**config.mk**
```make
export PLATFORM = sky130hd
export DESIGN_NAME = load_store_unit_flat
export DESIGN_NICKNAME = d
export VERILOG_FILES = /design/src/rtl/load_store_unit_pkg.sv /design/src/rtl/load_store_unit_if.sv /design/src/rtl/load_store_unit_align.sv /design/src/rtl/load_store_unit.sv /design/src/flat_wrapper.sv
export SDC_FILE = /design/constraint.sdc
export NUM_CORES = 1
export LEC_CHECK = 0
export CAP_MARGIN = 20
export CORE_ASPECT_RATIO = 2
export CORE_UTILIZATION = 46
export CTS_CLUSTER_SIZE = 8
export DETAILED_ROUTE_END_ITERATION = 10
export HOLD_SLACK_MARGIN = 0.08
export PLACE_DENSITY = 0.81
export SLEW_MARGIN = 20
export SYNTH_ARGS = -nofsm -noshare
export SYNTH_HDL_FRONTEND = slang
export SYNTH_SLANG_ARGS = --single-unit
```
**constraint.sdc**
```tcl
create_clock -name clk -period 2.24 [get_ports clk]
set_input_delay 0.224 -clock clk [delete_from_list [all_inputs] [get_ports clk]]
set_output_delay 0.224 -clock clk [all_outputs]
set_load 0.01 [all_outputs]
```
**src/rtl/load_store_unit_pkg.sv**
```systemverilog
// Shared LSU constants: access-size codes, FSM state encoding and size helpers.
package load_store_unit_pkg;

  typedef enum logic [1:0] {
    SZ_BYTE = 2'b00,
    SZ_HALF = 2'b01,
    SZ_WORD = 2'b10
  } lsu_size_e;

  typedef enum logic [1:0] {
    ST_IDLE = 2'd0,
    ST_REQ  = 2'd1,
    ST_WAIT = 2'd2,
    ST_RSP  = 2'd3
  } lsu_state_e;

  // Address bits that must be zero for a naturally aligned access; 2'b11 behaves as word.
  function automatic logic [1:0] size_lsb_mask(input logic [1:0] size);
    case (size)
      SZ_BYTE: size_lsb_mask = 2'b00;
      SZ_HALF: size_lsb_mask = 2'b01;
      default: size_lsb_mask = 2'b11;
    endcase
  endfunction

  function automatic logic [3:0] size_be(input logic [1:0] size);
    case (size)
      SZ_BYTE: size_be = 4'h1;
      SZ_HALF: size_be = 4'h3;
      default: size_be = 4'hF;
    endcase
  endfunction

endpackage

```
**src/rtl/load_store_unit_if.sv**
```systemverilog
// Pipeline-side request/response and DMEM request/grant/response bundle for the LSU.
interface lsu_if #(
  parameter int DATA_W = 32,
  parameter int ADDR_W = 16
);
  localparam int NB = DATA_W / 8;

  logic              halt;
  logic              req_valid;
  logic              req_ready;
  logic              req_store;
  logic [1:0]        req_size;
  logic              req_unsigned;
  logic [ADDR_W-1:0] req_addr;
  logic [DATA_W-1:0] req_wdata;
  logic [4:0]        req_rd;
  logic              stall;

  logic              dmem_req;
  logic              dmem_we;
  logic [ADDR_W-1:0] dmem_addr;
  logic [NB-1:0]     dmem_be;
  logic [DATA_W-1:0] dmem_wdata;
  logic              dmem_gnt;
  logic              dmem_rvalid;
  logic [DATA_W-1:0] dmem_rdata;

  logic              rsp_valid;
  logic [4:0]        rsp_rd;
  logic [DATA_W-1:0] rsp_data;
  logic              rsp_is_load;
  logic              rsp_err;
  logic              rsp_misalign;

  modport slave (
    input  halt, req_valid, req_store, req_size, req_unsigned, req_addr, req_wdata, req_rd,
    input  dmem_gnt, dmem_rvalid, dmem_rdata,
    output req_ready, stall,
    output dmem_req, dmem_we, dmem_addr, dmem_be, dmem_wdata,
    output rsp_valid, rsp_rd, rsp_data, rsp_is_load, rsp_err, rsp_misalign
  );

  modport master (
    output halt, req_valid, req_store, req_size, req_unsigned, req_addr, req_wdata, req_rd,
    output dmem_gnt, dmem_rvalid, dmem_rdata,
    input  req_ready, stall,
    input  dmem_req, dmem_we, dmem_addr, dmem_be, dmem_wdata,
    input  rsp_valid, rsp_rd, rsp_data, rsp_is_load, rsp_err, rsp_misalign
  );
endinterface

```
**src/rtl/load_store_unit_align.sv**
```systemverilog
// lsu_align: combinational byte-lane steering for stores and shift/truncate/extend for loads.
// Offsets arriving here are already aligned to the access size.
module lsu_align
  import load_store_unit_pkg::*;
#(
  parameter int DATA_W = 32,
  localparam int NB    = DATA_W / 8,
  localparam int OFF_W = $clog2(NB)
) (
  input  logic [OFF_W-1:0]  i_off,
  input  logic [1:0]        i_size,
  input  logic              i_unsigned,
  input  logic [DATA_W-1:0] i_wdata,
  input  logic [DATA_W-1:0] i_rdata,
  output logic [NB-1:0]     o_be,
  output logic [DATA_W-1:0] o_wdata,
  output logic [DATA_W-1:0] o_rdata
);

  logic [NB-1:0]     w_be_base;
  logic [DATA_W-1:0] w_shift;

  always_comb begin
    w_be_base      = '0;
    w_be_base[3:0] = size_be(i_size);
    o_be           = w_be_base << i_off;
  end

  // Replicating the low bytes into every lane lets the enables alone pick the target lanes.
  always_comb begin
    o_wdata = '0;
    for (int i = 0; i < NB; i++) begin
      case (i_size)
        SZ_BYTE: o_wdata[8*i +: 8] = i_wdata[7:0];
        SZ_HALF: o_wdata[8*i +: 8] = i_wdata[8*(i%2) +: 8];
        default: o_wdata[8*i +: 8] = i_wdata[8*(i%4) +: 8];
      endcase
    end
  end

  always_comb begin
    w_shift = i_rdata >> {i_off, 3'b000};
    case (i_size)
      SZ_BYTE: o_rdata = i_unsigned ? DATA_W'(w_shift[7:0])  : DATA_W'($signed(w_shift[7:0]));
      SZ_HALF: o_rdata = i_unsigned ? DATA_W'(w_shift[15:0]) : DATA_W'($signed(w_shift[15:0]));
      default: o_rdata = DATA_W'($signed(w_shift[31:0]));
    endcase
  end

endmodule

```
**src/rtl/load_store_unit.sv**
```systemverilog
// Memory-access stage: request/grant/response DMEM master with stall, bus timeout and lane steering.
// Build macro LSU_MISALIGN_TRAP_EN: trap misaligned half/word accesses instead of aligning them.
module load_store_unit
  import load_store_unit_pkg::*;
#(
  parameter int DATA_W         = 32,
  parameter int ADDR_W         = 16,
  parameter int TIMEOUT_CYCLES = 15,
  localparam int NB            = DATA_W / 8,
  localparam int OFF_W         = $clog2(NB),
  localparam int CNT_W         = (TIMEOUT_CYCLES > 1) ? $clog2(TIMEOUT_CYCLES + 1) : 1
) (
  input logic  clk,
  input logic  rst_n,
  lsu_if.slave bus
);

  lsu_state_e        r_state;
  lsu_state_e        w_state_nxt;
  logic              r_store;
  logic [1:0]        r_size;
  logic              r_unsigned;
  logic [ADDR_W-1:0] r_addr;
  logic [DATA_W-1:0] r_wdata;
  logic [4:0]        r_rd;
  logic [CNT_W-1:0]  r_cnt;
  logic [DATA_W-1:0] r_rsp_data;
  logic              r_rsp_is_load;
  logic              r_rsp_err;
  logic              r_rsp_misalign;

  logic              w_accept;
  logic              w_ld_done;
  logic              w_tmo;
  logic              w_tmo_hit;
  logic              w_misalign;
  logic [ADDR_W-1:0] w_addr_al;
  logic [NB-1:0]     w_be;
  logic [DATA_W-1:0] w_wdata;
  logic [DATA_W-1:0] w_ldata;
  logic              w_in_req;
  logic              w_in_rsp;

  assign w_addr_al = bus.req_addr & ~{{(ADDR_W-2){1'b0}}, size_lsb_mask(bus.req_size)};

`ifdef LSU_MISALIGN_TRAP_EN
  assign w_misalign = |(bus.req_addr[1:0] & size_lsb_mask(bus.req_size));
`else
  assign w_misalign = 1'b0;
`endif

  assign w_tmo_hit = (TIMEOUT_CYCLES != 0) && (r_cnt == CNT_W'(TIMEOUT_CYCLES - 1));

  always_ff @(posedge clk or negedge rst_n) begin
    if (!rst_n) r_state <= ST_IDLE;
    else        r_state <= w_state_nxt;
  end

  // A grant without data on the last allowed cycle still times out; otherwise WAIT would outlive the budget.
  always_comb begin
    w_state_nxt = r_state;
    w_accept    = 1'b0;
    w_ld_done   = 1'b0;
    w_tmo       = 1'b0;
    case (r_state)
      ST_IDLE: begin
        if (bus.req_valid && bus.req_ready) begin
          w_accept    = 1'b1;
          w_state_nxt = w_misalign ? ST_RSP : ST_REQ;
        end
      end
      ST_REQ: begin
        if (bus.dmem_gnt && (r_store || bus.dmem_rvalid)) begin
          w_ld_done   = !r_store;
          w_state_nxt = ST_RSP;
        end else if (w_tmo_hit) begin
          w_tmo       = 1'b1;
          w_state_nxt = ST_RSP;
        end else if (bus.dmem_gnt) begin
          w_state_nxt = ST_WAIT;
        end
      end
      ST_WAIT: begin
        if (bus.dmem_rvalid) begin
          w_ld_done   = 1'b1;
          w_state_nxt = ST_RSP;
        end else if (w_tmo_hit) begin
          w_tmo       = 1'b1;
          w_state_nxt = ST_RSP;
        end
      end
      ST_RSP: begin
        if (!bus.halt) w_state_nxt = ST_IDLE;
      end
      default: w_state_nxt = ST_IDLE;
    endcase
  end

  always_ff @(posedge clk or negedge rst_n) begin
    if (!rst_n) begin
      r_store        <= 1'b0;
      r_size         <= 2'b00;
      r_unsigned     <= 1'b0;
      r_addr         <= '0;
      r_wdata        <= '0;
      r_rd           <= '0;
      r_cnt          <= '0;
      r_rsp_data     <= '0;
      r_rsp_is_load  <= 1'b0;
      r_rsp_err      <= 1'b0;
      r_rsp_misalign <= 1'b0;
    end else begin
      if (w_accept) begin
        r_store        <= bus.req_store;
        r_size         <= bus.req_size;
        r_unsigned     <= bus.req_unsigned;
        r_addr         <= w_addr_al;
        r_wdata        <= bus.req_wdata;
        r_rd           <= bus.req_rd;
        r_cnt          <= '0;
        r_rsp_data     <= '0;
        r_rsp_is_load  <= 1'b0;
        r_rsp_err      <= 1'b0;
        r_rsp_misalign <= w_misalign;
      end else if (r_state == ST_REQ || r_state == ST_WAIT) begin
        r_cnt <= r_cnt + CNT_W'(1);
      end
      if (w_ld_done) begin
        r_rsp_data    <= w_ldata;
        r_rsp_is_load <= 1'b1;
      end
      if (w_tmo) r_rsp_err <= 1'b1;
    end
  end

  lsu_align #(.DATA_W(DATA_W)) u_align (
    .i_off      (r_addr[OFF_W-1:0]),
    .i_size     (r_size),
    .i_unsigned (r_unsigned),
    .i_wdata    (r_wdata),
    .i_rdata    (bus.dmem_rdata),
    .o_be       (w_be),
    .o_wdata    (w_wdata),
    .o_rdata    (w_ldata)
  );

  assign w_in_req = (r_state == ST_REQ);
  assign w_in_rsp = (r_state == ST_RSP);

  assign bus.req_ready    = (r_state == ST_IDLE) && !bus.halt;
  assign bus.stall        = (r_state != ST_IDLE);
  assign bus.dmem_req     = w_in_req;
  assign bus.dmem_we      = w_in_req && r_store;
  assign bus.dmem_addr    = w_in_req ? {r_addr[ADDR_W-1:OFF_W], {OFF_W{1'b0}}} : '0;
  assign bus.dmem_be      = w_in_req ? w_be : '0;
  assign bus.dmem_wdata   = w_in_req ? w_wdata : '0;
  assign bus.rsp_valid    = w_in_rsp;
  assign bus.rsp_rd       = w_in_rsp ? r_rd : '0;
  assign bus.rsp_data     = w_in_rsp ? r_rsp_data : '0;
  assign bus.rsp_is_load  = w_in_rsp && r_rsp_is_load;
  assign bus.rsp_err      = w_in_rsp && r_rsp_err;
  assign bus.rsp_misalign = w_in_rsp && r_rsp_misalign;

endmodule

```
**src/flat_wrapper.sv**
```systemverilog
// flat-port wrapper written by rule: the top's interface ports become plain ports
module load_store_unit_flat import load_store_unit_pkg::*;
#(
  parameter int DATA_W         = 32,
  parameter int ADDR_W         = 16,
  parameter int TIMEOUT_CYCLES = 15,
  localparam int NB            = DATA_W / 8,
  localparam int OFF_W         = $clog2(NB),
  localparam int CNT_W         = (TIMEOUT_CYCLES > 1) ? $clog2(TIMEOUT_CYCLES + 1) : 1
)
  (clk, rst_n, bus_halt, bus_req_valid, bus_req_store, bus_req_size, bus_req_unsigned, bus_req_addr, bus_req_wdata, bus_req_rd, bus_dmem_gnt, bus_dmem_rvalid, bus_dmem_rdata, bus_req_ready, bus_stall, bus_dmem_req, bus_dmem_we, bus_dmem_addr, bus_dmem_be, bus_dmem_wdata, bus_rsp_valid, bus_rsp_rd, bus_rsp_data, bus_rsp_is_load, bus_rsp_err, bus_rsp_misalign);
  lsu_if #(.DATA_W(DATA_W), .ADDR_W(ADDR_W)) bus_i ();
  input logic clk;
  input logic rst_n;
  input wire logic [$bits(bus_i.halt)-1:0] bus_halt;
  input wire logic [$bits(bus_i.req_valid)-1:0] bus_req_valid;
  input wire logic [$bits(bus_i.req_store)-1:0] bus_req_store;
  input wire logic [$bits(bus_i.req_size)-1:0] bus_req_size;
  input wire logic [$bits(bus_i.req_unsigned)-1:0] bus_req_unsigned;
  input wire logic [$bits(bus_i.req_addr)-1:0] bus_req_addr;
  input wire logic [$bits(bus_i.req_wdata)-1:0] bus_req_wdata;
  input wire logic [$bits(bus_i.req_rd)-1:0] bus_req_rd;
  input wire logic [$bits(bus_i.dmem_gnt)-1:0] bus_dmem_gnt;
  input wire logic [$bits(bus_i.dmem_rvalid)-1:0] bus_dmem_rvalid;
  input wire logic [$bits(bus_i.dmem_rdata)-1:0] bus_dmem_rdata;
  output wire logic [$bits(bus_i.req_ready)-1:0] bus_req_ready;
  output wire logic [$bits(bus_i.stall)-1:0] bus_stall;
  output wire logic [$bits(bus_i.dmem_req)-1:0] bus_dmem_req;
  output wire logic [$bits(bus_i.dmem_we)-1:0] bus_dmem_we;
  output wire logic [$bits(bus_i.dmem_addr)-1:0] bus_dmem_addr;
  output wire logic [$bits(bus_i.dmem_be)-1:0] bus_dmem_be;
  output wire logic [$bits(bus_i.dmem_wdata)-1:0] bus_dmem_wdata;
  output wire logic [$bits(bus_i.rsp_valid)-1:0] bus_rsp_valid;
  output wire logic [$bits(bus_i.rsp_rd)-1:0] bus_rsp_rd;
  output wire logic [$bits(bus_i.rsp_data)-1:0] bus_rsp_data;
  output wire logic [$bits(bus_i.rsp_is_load)-1:0] bus_rsp_is_load;
  output wire logic [$bits(bus_i.rsp_err)-1:0] bus_rsp_err;
  output wire logic [$bits(bus_i.rsp_misalign)-1:0] bus_rsp_misalign;
  assign bus_i.halt = bus_halt;
  assign bus_i.req_valid = bus_req_valid;
  assign bus_i.req_store = bus_req_store;
  assign bus_i.req_size = bus_req_size;
  assign bus_i.req_unsigned = bus_req_unsigned;
  assign bus_i.req_addr = bus_req_addr;
  assign bus_i.req_wdata = bus_req_wdata;
  assign bus_i.req_rd = bus_req_rd;
  assign bus_i.dmem_gnt = bus_dmem_gnt;
  assign bus_i.dmem_rvalid = bus_dmem_rvalid;
  assign bus_i.dmem_rdata = bus_dmem_rdata;
  assign bus_req_ready = bus_i.req_ready;
  assign bus_stall = bus_i.stall;
  assign bus_dmem_req = bus_i.dmem_req;
  assign bus_dmem_we = bus_i.dmem_we;
  assign bus_dmem_addr = bus_i.dmem_addr;
  assign bus_dmem_be = bus_i.dmem_be;
  assign bus_dmem_wdata = bus_i.dmem_wdata;
  assign bus_rsp_valid = bus_i.rsp_valid;
  assign bus_rsp_rd = bus_i.rsp_rd;
  assign bus_rsp_data = bus_i.rsp_data;
  assign bus_rsp_is_load = bus_i.rsp_is_load;
  assign bus_rsp_err = bus_i.rsp_err;
  assign bus_rsp_misalign = bus_i.rsp_misalign;
  load_store_unit #(.DATA_W(DATA_W), .ADDR_W(ADDR_W), .TIMEOUT_CYCLES(TIMEOUT_CYCLES)) u_core (.clk(clk), .rst_n(rst_n), .bus(bus_i));
endmodule
```
# Yosys cells after proc, flatten, opt, wreduce, memory -nomap -nowiden
# Index checks and enable logic that the tools add are counted.
op_classes:
  n_addsub: 1
  n_eq_ne: 10
  shifts: 2
  muxes: 37
  bitwise_logic: 2
  n_reduce_logical: 19
ops:
  columns: ["operator", "count"]
  rows:
  - ["$mux W32", 6]
  - ["$pmux W32 S2", 1]
  - ["$shr A32 B5 Y32", 1]
  - ["$and A16 B16 Y16", 1]
  - ["$mux W16", 1]
  - ["$mux W8", 2]
  - ["$not A2 Y16", 1]
  - ["$pmux W8 S2", 1]
  - ["$mux W2", 7]
  - ["$mux W4", 3]
  - ["$mux W1", 10]
  - ["$pmux W2 S4", 1]
  - ["$pmux W4 S2", 1]
  - ["$reduce_bool A2 Y1", 4]
  - ["$eq A2 B1 Y1 const B", 3]
  - ["$logic_and A1 B1 Y1", 6]
  - ["$logic_not A2 Y1", 3]
  - ["$mux W5", 1]
  - ["$add A4 B1 Y4 const B", 1]
  - ["$eq A2 B2 Y1 const B", 2]
  - ["$eq A4 B4 Y1 const B", 1]
  - ["$ne A4 B3 Y1 const B", 1]
  - ["$pmux W1 S2", 2]
  - ["$pmux W2 S2", 1]
  - ["other kinds (8)", 10]
totals:
  register_bits: 97
  input_bits: 95
  output_inout_bits: 97
  elab_cells: 82

# Depth between registers and ports, before layout
# Gate-level depths: netlist of the first run.
logic_depth:
  word_depth: 7
  mapped_depth: 9

# Hierarchy
# A second synthesis of the first run with hierarchy kept.
hier_totals:
  hier_cells: 722
  area_unflattened_um2: 5934.4
by_module_without_submodules:
  columns: ["module", "instances", "cells_per_inst", "area_per_inst_um2"]
  rows:
  - ["load_store_unit", 1, 543, 4638.2]
  - ["lsu_align", 1, 179, 1296.2]

# Worst setup path after synthesis of the first run
# No wires, ideal clock.
synth_timing:
  path_kind: "register to register"
  start: "register u_core.r_state[1]"
  end: "register u_core.r_rsp_data[22]"
  t_arrival_ns: 1.936
  t_required_ns: 2.114
  path_slack_ns: 0.177
  path_stages_with_launch: 10
  n_path_buf: 3
  synth_period_minus_slack_ns: 2.063
  path_cell_list: "dfrtp_1 inv_1 ha_1 buf_4 and3b_1 o211ai_2 and2_1 buf_6 buf_6 a221o_2"
synth_via:
  word_cells_on_any_way: 10
  cone_classes: "2 x eq/ne; 4 x mux; 4 x reduce/logical"
synth_lines:
  columns: ["item", "line", "rtl"]
  rows:
  - ["from (decl)", "load_store_unit.sv:18", "lsu_state_e r_state;"]
  - ["from (signal assigned)", "load_store_unit.sv:56", "else r_state <= w_state_nxt;"]
  - ["$eq A2 B1 Y1 *", null, null]
  - ["net bus_dmem_req", "flat_wrapper.sv:28", "output wire logic [$bits(bus_i.dmem_req)-1:0] bus_dmem_req;"]
  - ["$pmux W1 S2 *", "load_store_unit.sv:65", "case (r_state)"]
  - ["$mux W32 or $reduce_bool A2 Y1 (tied branches)", null, null]
  - ["to (signal assigned)", "load_store_unit.sv:129", "r_rsp_data <= w_ldata;"]
  - ["to (decl)", "load_store_unit.sv:27", "logic [DATA_W-1:0] r_rsp_data;"]
# Mark *: on every way through the listed nets, which the timed path passes. The rest lies on a longest branch.
# A chain may end at the register's enable or synchronous reset.

# Worst setup path in the final report of the first run
layout_timing:
  start: "register u_core.r_state[1]"
  end: "output port bus_dmem_addr[15]"
layout_via:
  elab_chain_len: 2
layout_lines:
  columns: ["item", "line", "rtl"]
  rows:
  - ["$eq A2 B1 Y1", "load_store_unit.sv:147", "assign w_in_req = (r_state == ST_REQ);"]
  - ["$mux W16", "load_store_unit.sv:154", "assign bus.dmem_addr = w_in_req ? {r_addr[ADDR_W-1:OFF_W], {OFF_W{1'b0}}} : '0;"]
  - ["to (decl)", "flat_wrapper.sv:30", "output wire logic [$bits(bus_i.dmem_addr)-1:0] bus_dmem_addr;"]
# No other way between the ends.

==> results of run 1 <==
## repair_timing
| action | CTS | global route |
|---|---|---|
| endpoints found under the hold margin | 34 | 0 |
| pin swaps | 0 | 2 |
| buffers inserted | 0 | 2 |
| hold buffers | 1 | 0 |
| endpoints found under the setup margin | 43 | 91 |
| gates resized for setup | 19 | 38 |
## state kept, by name, indices dropped and copies added (netlist names)
name                  cells
u_core.r_rsp_err          1
u_core.r_rd               5
u_core.r_state            2
u_core.r_wdata           32
u_core.r_rsp_data        32
u_core.r_cnt              4
u_core.r_store            1
u_core.r_size             2
u_core.r_rsp_is_load      1
u_core.r_addr            16
u_core.r_unsigned         1
## power by group through the flow
stage,Clock (uW),Combinational [uW],Sequential [uW]
6_report,1760,4730,3160
3_5_place_dp,0,4650,3150
3_3_place_gp,0,4510,3100
4_1_cts,1790,4720,3130
5_1_grt,1860,5200,3240
2_1_floorplan,0,2950,2870
## cell families (layout without fill, tap and decap cells)
logic type / after synthesis / in the layout / share of synthesized area
and+or+nand+nor: 345 / 345 / 0.292
adders and majority gates: 7 / 7 / 0.0160
DFF: 97 / 97 / 0.443
buffers and inverters: 57 / 234 / 0.0514
other: 1 / 3 / 0.000685
muxes: 42 / 42 / 0.0804
xor gates and xnor gates: 4 / 4 / 0.00640
AOI/OAI and AO/OA: 82 / 82 / 0.110
## cells in the mapped netlist (2+ instances only)
cell / count
or2_2: 2
a221o_1: 6
mux2_4: 2
dfrtp_1: 97
buf_2: 9
inv_1: 6
nor2_1: 24
buf_6: 5
xor2_1: 3
buf_4: 5
o21a_1: 2
buf_1: 2
nand2_1: 208
nor2b_1: 13
ha_1: 7
nand4_1: 2
a221o_2: 10
o21ai_0: 31
nand3_1: 9
mux2i_1: 32
a22oi_1: 8
and2_1: 79
clkbuf_1: 30
mux2_2: 8
nor3b_1: 2
a21oi_1: 8
a21boi_0: 9
## area by class of cell
type / instances / area [um2] / share of cell area
Multi-Input combinational cell: 483 / 2810 / 0.352
Sequential cell: 97 / 2430 / 0.305
Timing Repair Buffer: 212 / 2180 / 0.274
Clock buffer: 11 / 243 / 0.0305
Tap cell: 145 / 181 / 0.0228
Clock inverter: 5 / 103 / 0.0129
Inverter: 6 / 22.5 / 0.00283
## per-stage QoR
step	util	hold WS, ps	setup slack [ps]
2_1_floorplan	-	-71.6	177
3_3_place_gp	0.643	206	161
3_5_place_dp	0.643	214	77.7
4_1_cts	0.675	396	0.180
5_1_grt	0.685	414	-7.71
6_report	0.685	373	82.1
## metal layers
layer,part of all wire,global-route usage
met1,0.36,0.303
met2,0.53,0.497
met3,0.047,0.0426
met4,0.067,0.199
met5,0,0
## worst min-delay path by stage
| stage | startpoint | end | slack (ps) | cells after the start |
|---|---|---|---|---|
| after floorplan | rst_n | u_core.r_addr[0] | -70 | 0 |
| after detailed placement | rst_n | u_core.r_rsp_data[0] | 210 | 1 |
| after CTS | rst_n | u_core.r_rsp_data[0] | 400 | 2 |
| after global placement | rst_n | u_core.r_rsp_data[0] | 210 | 1 |
| after global routing | bus_req_wdata[13] | u_core.r_wdata[13] | 410 | 3 |
| final | rst_n | u_core.r_rsp_data[0] | 370 | 2 |
## critical path: cells and delay by family, from the launching register on
kind,cells,cell delay [ps]
AND/OR/NAND/NOR,1,140
flip-flops,1,430
buffers and inverters,3,830
adder cells (fa/ha/maj),1,170
==> run summary, run 1 <==
R2R Setup Slk: 150 ps
Die Area: 0.0124 mm2
Post-Syn Area: 0.00548 mm2
Clock power frac: 0.183
Final WL: 16.9 mm
CTS sink count: 97
Gate power share: 0.490
Crit Reg-Reg Startpoint: u_core.r_state[1]
Core Rows: 56
WP data required: 2020 ps
Top cell type's share of synthesized area: 0.443
CTS tree: built
Die height: 156 um
Most common cell after layout, fill and taps aside: nand2_1
Initial core utilization: 0.471
Total power: 9650 uW
Distinct cells, synth: 43
P_int: 5930 uW
IO Port Bufs: 188
Min Tclk post-route: 2160 ps
Drt first-iter violations: 238
Layout cells sized above 1: 0.0971
Most frequent cells in the layout: nand2_1 (207), clkdlybuf4s50_1 (151), dfrtp_1 (94)
Top area cells in the synthesized netlist: dfrtp_1 (44%), nand2_1 (14%), and2_1 (9.0%), mux2i_1 (5.8%), o21ai_0 (2.8%)
Slew HR: 0.614
I/O pin count: 192
Fin cells: 959
R2R depth: 8
CP Capture Type: output pin
Vias in the first global route: 5311
Hold Fails Final Rpt: 0
Seq/Total Area, Yosys: 0.443
Post-synth EDFFs: 0
Slew Limit Fails: 0
Syn-to-layout area delta: 45.5%
Placed Instances: 940
GRT Residual Overflow: 0
Worst path slowest cell: clkdlybuf4s50_1
Initial antenna violation count: 0
H-tree Lvls: 3
GP Congestion: 0.920
Worst-Margin Slew: 580 ps
Critical path arrival: 1930 ps
Worst clock skew: 7.08 ps
Highest Clock Rate: 463 MHz
Worst-path clk slew: 70 ps
Psw: 3720 uW
Final HPWL DP: 12.3 mm
Period utilization: 0.963
DR DRC count: 0
# setup viols final: 0
Status: complete, no violations
FFs w/ async S/R, synth: 1.00
First-pass GRT wire length: 26.7 mm
Root buf cell: clkbuf_16
Maximum vdd ir drop: 694 uV
Die W: 79.2 um
Syn Inst Count: 635
R2R Path End: u_core.r_rsp_data[27]
Flop pwr share: 0.327
Drt wl/cell: 17.6 um
CP Class: reg -> out
Total track usage: 0.283
Cells along the critical path: inv_2 > ha_4 > buf_12 > and2_1 > clkdlybuf4s50_1
Number of synthesized register bits: 97
Min-delay worst type: in -> async
PD cells: 1210 mW/mm2
Max-Cap Viols: 0
Setup TNS: 0 ps
Core area: 0.0116 mm2
Pin count of the biggest net entering global routing: 78
DRT Pass-1 Iters: 4
Largest stage delay, worst path: 530 ps
Fin area: 0.00797 mm2
Yosys warns: 0
CP startpoint: u_core.r_state[1]
CP max FO: 42
Via count: 5128
Clk_lat worst skew: 340 ps
Fill cell count: 938
Leakage: 0.00408 uW
Vias per inst: 5.35
Layout Nets: 911
Leading area contributor after synthesis: dfrtp_1
Worst Setup Start Kind: flip-flop
Post-place instance area: 0.00747 mm2
CTS max path bufs: 2
Top FF cell, synth: dfrtp_1
Ant diodes: 0
Switching share of power: 0.386
Critical Path Sink: bus_dmem_addr[15]
DRT antenna net count: 0
Total CTS buffers: 9
Post-Synthesis Mean Instance Area: 8.63 um2
No activity file was read; power rests on OpenSTA's default activity.
==> inputs of run 2 (changes only) <==
--- a/config.mk
+++ b/config.mk
@@ -5,13 +5,13 @@
 export SDC_FILE = /design/constraint.sdc
 export NUM_CORES = 1
 export LEC_CHECK = 0
+export ABC_AREA = 0
 export CAP_MARGIN = 20
 export CORE_ASPECT_RATIO = 2
-export CORE_UTILIZATION = 46
+export CORE_UTILIZATION = 30
 export CTS_CLUSTER_SIZE = 8
 export DETAILED_ROUTE_END_ITERATION = 10
 export HOLD_SLACK_MARGIN = 0.08
-export PLACE_DENSITY = 0.81
 export SLEW_MARGIN = 20
 export SYNTH_ARGS = -nofsm -noshare
 export SYNTH_HDL_FRONTEND = slang
==> run summary, run 2 (synthesis results as in run 1) <==
Psw: 3710 uW (-0.25%)
Total track usage: 0.189 (-0.0939)
R2R depth: 7 (-1)
DRT antenna net count: 0 (unchanged)
Met1 Resource Use GR: 0.207 (-0.0957)
CTS tree: built
Hold slack: 397 ps (+24.2 ps)
Final HPWL DP: 12.5 mm (+1.6%)
Most common cell after layout, fill and taps aside: nand2_1
CTS sink count: 97 (unchanged)
PD cells: 1170 mW/mm2 (-3.2%)
R2R Path End: u_core.r_rsp_data[27]
Leakage: 0.00381 uW (-6.7%)
Highest Clock Rate: 463 MHz (-0.11%)
Total CTS buffers: 9 (unchanged)
Critical path arrival: 1940 ps (about the same)
Switching share of power: 0.396 (+0.00988)
Die height: 193 um (+24%)
Met2 Usage GRT: 0.348 (-0.149)
H-tree Lvls: 3 (unchanged)
IO Port Bufs: 188 (unchanged)
Drt first-iter violations: 202 (-15%)
First-pass GRT wire length: 27.6 mm (+3.4%)
Drt wl/cell: 17.0 um (-3.4%)
Worst clock skew: 11.5 ps (+4.45 ps)
Worst-path clk slew: 70 ps (about the same)
R2R Setup Slk: 240 ps (+90 ps)
Layout cells sized above 1: 0.101 (+0.00369)
Biggest regs: u_core.r_rsp_data x32, u_core.r_wdata x32, u_core.r_addr x16
Min Tclk post-route: 2160 ps (+2.33 ps)
Gate power share: 0.519 (+0.029)
GRT Residual Overflow: 0 (unchanged)
Clock power frac: 0.152 (-0.031)
CP max FO: 34 (-19%)
Min-delay worst type: in -> reg
Worst-Margin Slew: 635 ps (+55.9 ps)
Post-place instance area: 0.00764 mm2 (+2.2%)
Worst Setup Start Kind: flip-flop
Maximum vdd ir drop: 520 uV (-25%)
Via count: 4935 (-3.8%)
Hold Crit Depth: 3
WP data required: 2020 ps (about the same)
Gr busiest metal: met2
Slew HR: 0.576 (-0.0372)
CTS max path bufs: 2 (unchanged)
Min-Delay Endpoint: u_core.r_wdata[21]
Worst min-delay path startpoint: bus_req_wdata[21]
Slew Limit Fails: 0 (unchanged)
Vias per inst: 4.80 (-10%)
CP Class: reg -> out
DRT Pass-1 Iters: 4 (unchanged)
Initial antenna violation count: 1 (+1)
Period utilization: 0.964 (+0.00104)
Core Rows: 69 (+23%)
DR DRC count: 0 (unchanged)
Layout Nets: 912 (+0.11%)
GP Congestion: 0.806 (-12%)
Flop pwr share: 0.329 (+0.002)
Pin count of the biggest net entering global routing: 98 (+26%)
Hold Fails Final Rpt: 0 (unchanged)
Vias in the first global route: 5141 (-3.2%)
Fin area: 0.00801 mm2 (+0.47%)
CP Capture Type: output pin
Grt met3 use: 0.0306 (-0.0119)
Die W: 97.6 um (+23%)
Final WL: 17.5 mm (+3.5%)
Core area: 0.0178 mm2 (+53%)
CP startpoint: u_core.r_state[1]
Root buf cell: clkbuf_16
Max-Cap Viols: 0 (unchanged)
I/O pin count: 192 (unchanged)
Status: complete, no violations
Clk_lat worst skew: 350 ps (about the same)
Setup TNS: 0 ps (unchanged)
Crit Reg-Reg Startpoint: u_core.r_state[1]
Die Area: 0.0188 mm2 (+52%)
Util after Layout: 0.450 (-0.235)
Unrepaired setup endpoints after global routing: yes
Syn-to-layout area delta: 46.2%
Most frequent cells in the layout: nand2_1 (207), clkdlybuf4s50_1 (163), dfrtp_1 (94)
# setup viols final: 0 (unchanged)
Initial core utilization: 0.308 (-0.163)
P_int: 5670 uW (-4.3%)
## run 2: cell count changes in the layout (fill, tap and decap cells not counted), moves of 3 or more
cell and change:
dlygate4sd2_1 +4, clkdlybuf4s50_1 +12, buf_12 +4, bufinv_16 -3, mux2i_1 -3, dlymetal6s2s_1 -16
## run 2: per-stage QoR
stage,setup WS [ps],total power (uW),instances
global route,-14.5,10100,1028
detailed placement,97.1,7970,1010
global placement,60.1,7910,1010
finish,79.8,9380,1028
CTS,-7.41,9530,1026
floorplan,177,5820,637
## run 2: layout make-up
class / count / area [um2]
clock inverter: 5 / 33.8
inverter: 6 / 22.5
sequential: 97 / 2430
fill: 1755 / 9780
timing repair buffer: 213 / 2190
tap: 213 / 267
multi-input combinational: 483 / 2830
clock buffer: 10 / 229
antenna: 1 / 2.50
## run 2: worst max path at each step
stage,to,slack (ps)
floorplan,u_core.r_rsp_data[22],180
global placement,bus_dmem_be[1],60
detailed placement,bus_dmem_be[1],100
CTS,bus_dmem_wdata[27],-7
global route,bus_dmem_wdata[25],-10
finish,bus_dmem_wdata[17],80
## run 2: repair_timing
item,CTS,global route
gates resized for setup,30,17
endpoints found under the hold margin,97,0
buffers inserted,0,1
endpoints found under the setup margin,42,22
hold buffers,1,0
## run 2: per-layer routing
layer / up-vias / routed length [um]
li1: 2413 / -
met1: 2331 / 6470
met2: 162 / 9480
met3: 29 / 798
met4: 0 / 770
met5: - / 0
## run 2: worst max-delay path, cell delays in order, from the launching register on
cell,delay [ps]
dfrtp_2,440
inv_2,100
ha_4,170
buf_12,170
nor2b_1,150
clkdlybuf4s50_1,550
## run 2: power groups by stage
stage	sequential, uW	combinational (uW)	clock [uW]
3_3_place_gp	3080	4830	0
2_1_floorplan	2870	2950	0
3_5_place_dp	3090	4870	0
4_1_cts	3090	4950	1490
6_report	3090	4870	1430
5_1_grt	3200	5390	1560
==> inputs of run 3 (changes only) <==
--- a/config.mk
+++ b/config.mk
@@ -11,8 +11,9 @@
 export CORE_UTILIZATION = 30
 export CTS_CLUSTER_SIZE = 8
 export DETAILED_ROUTE_END_ITERATION = 10
+export GPL_TIMING_DRIVEN = 0
 export HOLD_SLACK_MARGIN = 0.08
-export SLEW_MARGIN = 20
+export SLEW_MARGIN = 5
 export SYNTH_ARGS = -nofsm -noshare
 export SYNTH_HDL_FRONTEND = slang
 export SYNTH_SLANG_ARGS = --single-unit
==> constraint.sdc (replaced) <==
create_clock -name clk -period 2 [get_ports clk]
set_input_delay 0.2 -clock clk [delete_from_list [all_inputs] [get_ports clk]]
set_output_delay 0.2 -clock clk [all_outputs]
set_load 0.01 [all_outputs]
==> run summary, run 3 (synthesis results as in run 1) <==
Worst path slowest cell: dfrtp_2
DR DRC count: 0 (unchanged)
Failing checks: negative setup slack
Worst min-delay path startpoint: bus_req_wdata[17]
Most common cell after layout, fill and taps aside: nand2_1
Vias in the first global route: 5528 (+7.5%)
Worst-Margin Slew: 678 ps (+43.0 ps)
Slew HR: 0.548 (-0.0286)
Fill cell count: 1803 (+2.7%)
Worst Setup Start Kind: flip-flop
Root buf cell: clkbuf_16
DRT antenna net count: 0 (unchanged)
Unrepaired setup endpoints after global routing: yes
Buf/Inv on CP: 4 (+1)
CP startpoint: u_core.r_state[0]
Die height: 193 um (unchanged)
Pin count of the biggest net entering global routing: 53 (-46%)
GP Congestion: 0.811 (+0.62%)
Final HPWL DP: 14.9 mm (+19%)
Largest stage delay, worst path: 460 ps (-90 ps)
DRT Pass-1 Iters: 4 (unchanged)
Initial antenna violation count: 0 (-1)
CTS sink count: 97 (unchanged)
Status: finished, violations left
Clk_lat worst skew: 350 ps (about the same)
PD cells: 1390 mW/mm2 (+18%)
Layout cells sized above 1: 0.216 (+0.115)
Placed Instances: 1039 (+2.9%)
Total CTS buffers: 9 (unchanged)
Highest Clock Rate: 484 MHz
Crit Reg-Reg Startpoint: u_core.r_state[0]
Layout Nets: 960 (+5.3%)
Core Rows: 69 (unchanged)
Max-Cap Viols: 0 (unchanged)
Drt first-iter violations: 123 (-39%)
Biggest regs: u_core.r_rsp_data x32, u_core.r_wdata x32, u_core.r_addr x16
Top cell by count, worst path: buf_6
Min Tclk post-route: 2070 ps
Vias per inst: 4.78 (-0.41%)
Worst clock skew: 6.13 ps (-5.40 ps)
Period utilization: 1.03
Initial core utilization: 0.308 (unchanged)
CP max FO: 8 (-76%)
Crit path max-delay family: buffers and inverters
Worst-path clk slew: 80 ps (about the same)
Maximum vdd ir drop: 569 uV (+9.3%)
CTS tree: built
First-pass GRT wire length: 30.5 mm (+10%)
# setup viols final: 16 (+16)
Die Area: 0.0188 mm2 (unchanged)
Leakage: 0.00421 uW (+10%)
CP Class: reg -> reg
Most frequent cells in the layout: nand2_1 (207), clkdlybuf4s50_1 (95), dfrtp_1 (94)
CTS max path bufs: 2 (unchanged)
Final WL: 19.7 mm (+12%)
H-tree Lvls: 3 (unchanged)
IO Port Bufs: 188 (unchanged)
Critical path arrival: 2290 ps (+350 ps)
Die W: 97.6 um (unchanged)
GRT Residual Overflow: 0 (unchanged)
CP Capture Type: flip-flop
Syn-to-layout area delta: 51.4%
Post-place instance area: 0.00767 mm2 (+0.46%)
Cells along the critical path: buf_6 > ha_4 > and3b_2 > o211ai_4 > buf_6 > buf_6 > nor3b_4 > buf_12 > a221o_2
Slew Limit Fails: 0 (unchanged)
Final WS setup: -66.9 ps (-147 ps)
Total track usage: 0.213 (+0.0237)
Via count: 5149 (+4.3%)
WP data required: 2230 ps (+210 ps)
Fin cells: 1077 (+4.8%)
Min-delay worst type: in -> reg
Fin area: 0.00829 mm2 (+3.5%)
Drt wl/cell: 18.3 um (+7.2%)
Core area: 0.0178 mm2 (unchanged)
Hold Fails Final Rpt: 0 (unchanged)
I/O pin count: 192 (unchanged)
-- run 3: changes by cell type in the layout (fill, tap and decap cells not counted), sizes merged, moves of 4 or more --
cell / previous run / this run
dlygate4sd2: 12 / 31
inv: 6 / 10
clkbuf: 10 / 48
clkdlybuf4s50: 163 / 95
buf: 25 / 87
dlymetal6s2s: 12 / 7
-- run 3: final cells by class --
class,count,area [um2],area share
Multi-Input combinational cell,483,2900,0.350
Sequential cell,97,2430,0.293
Timing Repair Buffer,215,1850,0.223
Buffer,46,484,0.0584
Tap cell,213,267,0.0321
Clock buffer,9,225,0.0272
Clock inverter,7,109,0.0131
Inverter,6,22.5,0.00272
Antenna cell,1,2.50,0.000302
-- run 3: worst min-delay path: cells and delay by family --
family / cells / cell delay [ps]
buffers and inverters: 1 / 390
AND/OR/NAND/NOR: 2 / 90
-- run 3: power by group --
group	switching, uW	internal, uW
Combinational	3160	2960
Clock	848	1130
Sequential	588	2810
Total	4590	6900
-- run 3: path summary, 6_finish.rpt --
path                                    endpoint  slack, ps  depth (start not counted)
max                        u_core.r_rsp_data[23]        -70                          9
min                           u_core.r_wdata[17]        370                          3
max reg2reg                u_core.r_rsp_data[23]        -70                          9
min reg2reg                     u_core.r_addr[8]        470                          2
max in group asynchronous       u_core.r_size[1]        870                          3
min in group asynchronous       u_core.r_addr[3]        410                          2
-- run 3: metal layers --
layer | wire length [um] | global-route usage | vias up
met2 | 10900 | 0.412 | 182
met3 | 887 | 0.0321 | 39
met1 | 6910 | 0.211 | 2419
met4 | 976 | 0.127 | 0
li1 | - | - | 2509
met5 | 0 | 0 | -
-- run 3: repair_timing --
action	CTS	global route
setup endpoints to repair	173	89
setup buffers	20	6
pin swaps	7	11
hold buffers	1	0
resized for setup	315	55
hold endpoints to repair	45	0
-- run 3: per-stage QoR --
step / setup slack [ps] / power, uW / hold WS (ps) / TNS, ps / utilization
after global routing: -125 / 12300 / 375 / -1560 / 0.466
final: -66.9 / 11500 / 371 / -664 / 0.466
after detailed placement: -715 / 8990 / 271 / -42500 / 0.431
after CTS: -78.1 / 11500 / 361 / -977 / 0.464
after floorplan: 5.54 / 6540 / -95.6 / 0 / -
after global placement: -3220 / 8920 / 450 / -352460 / 0.430
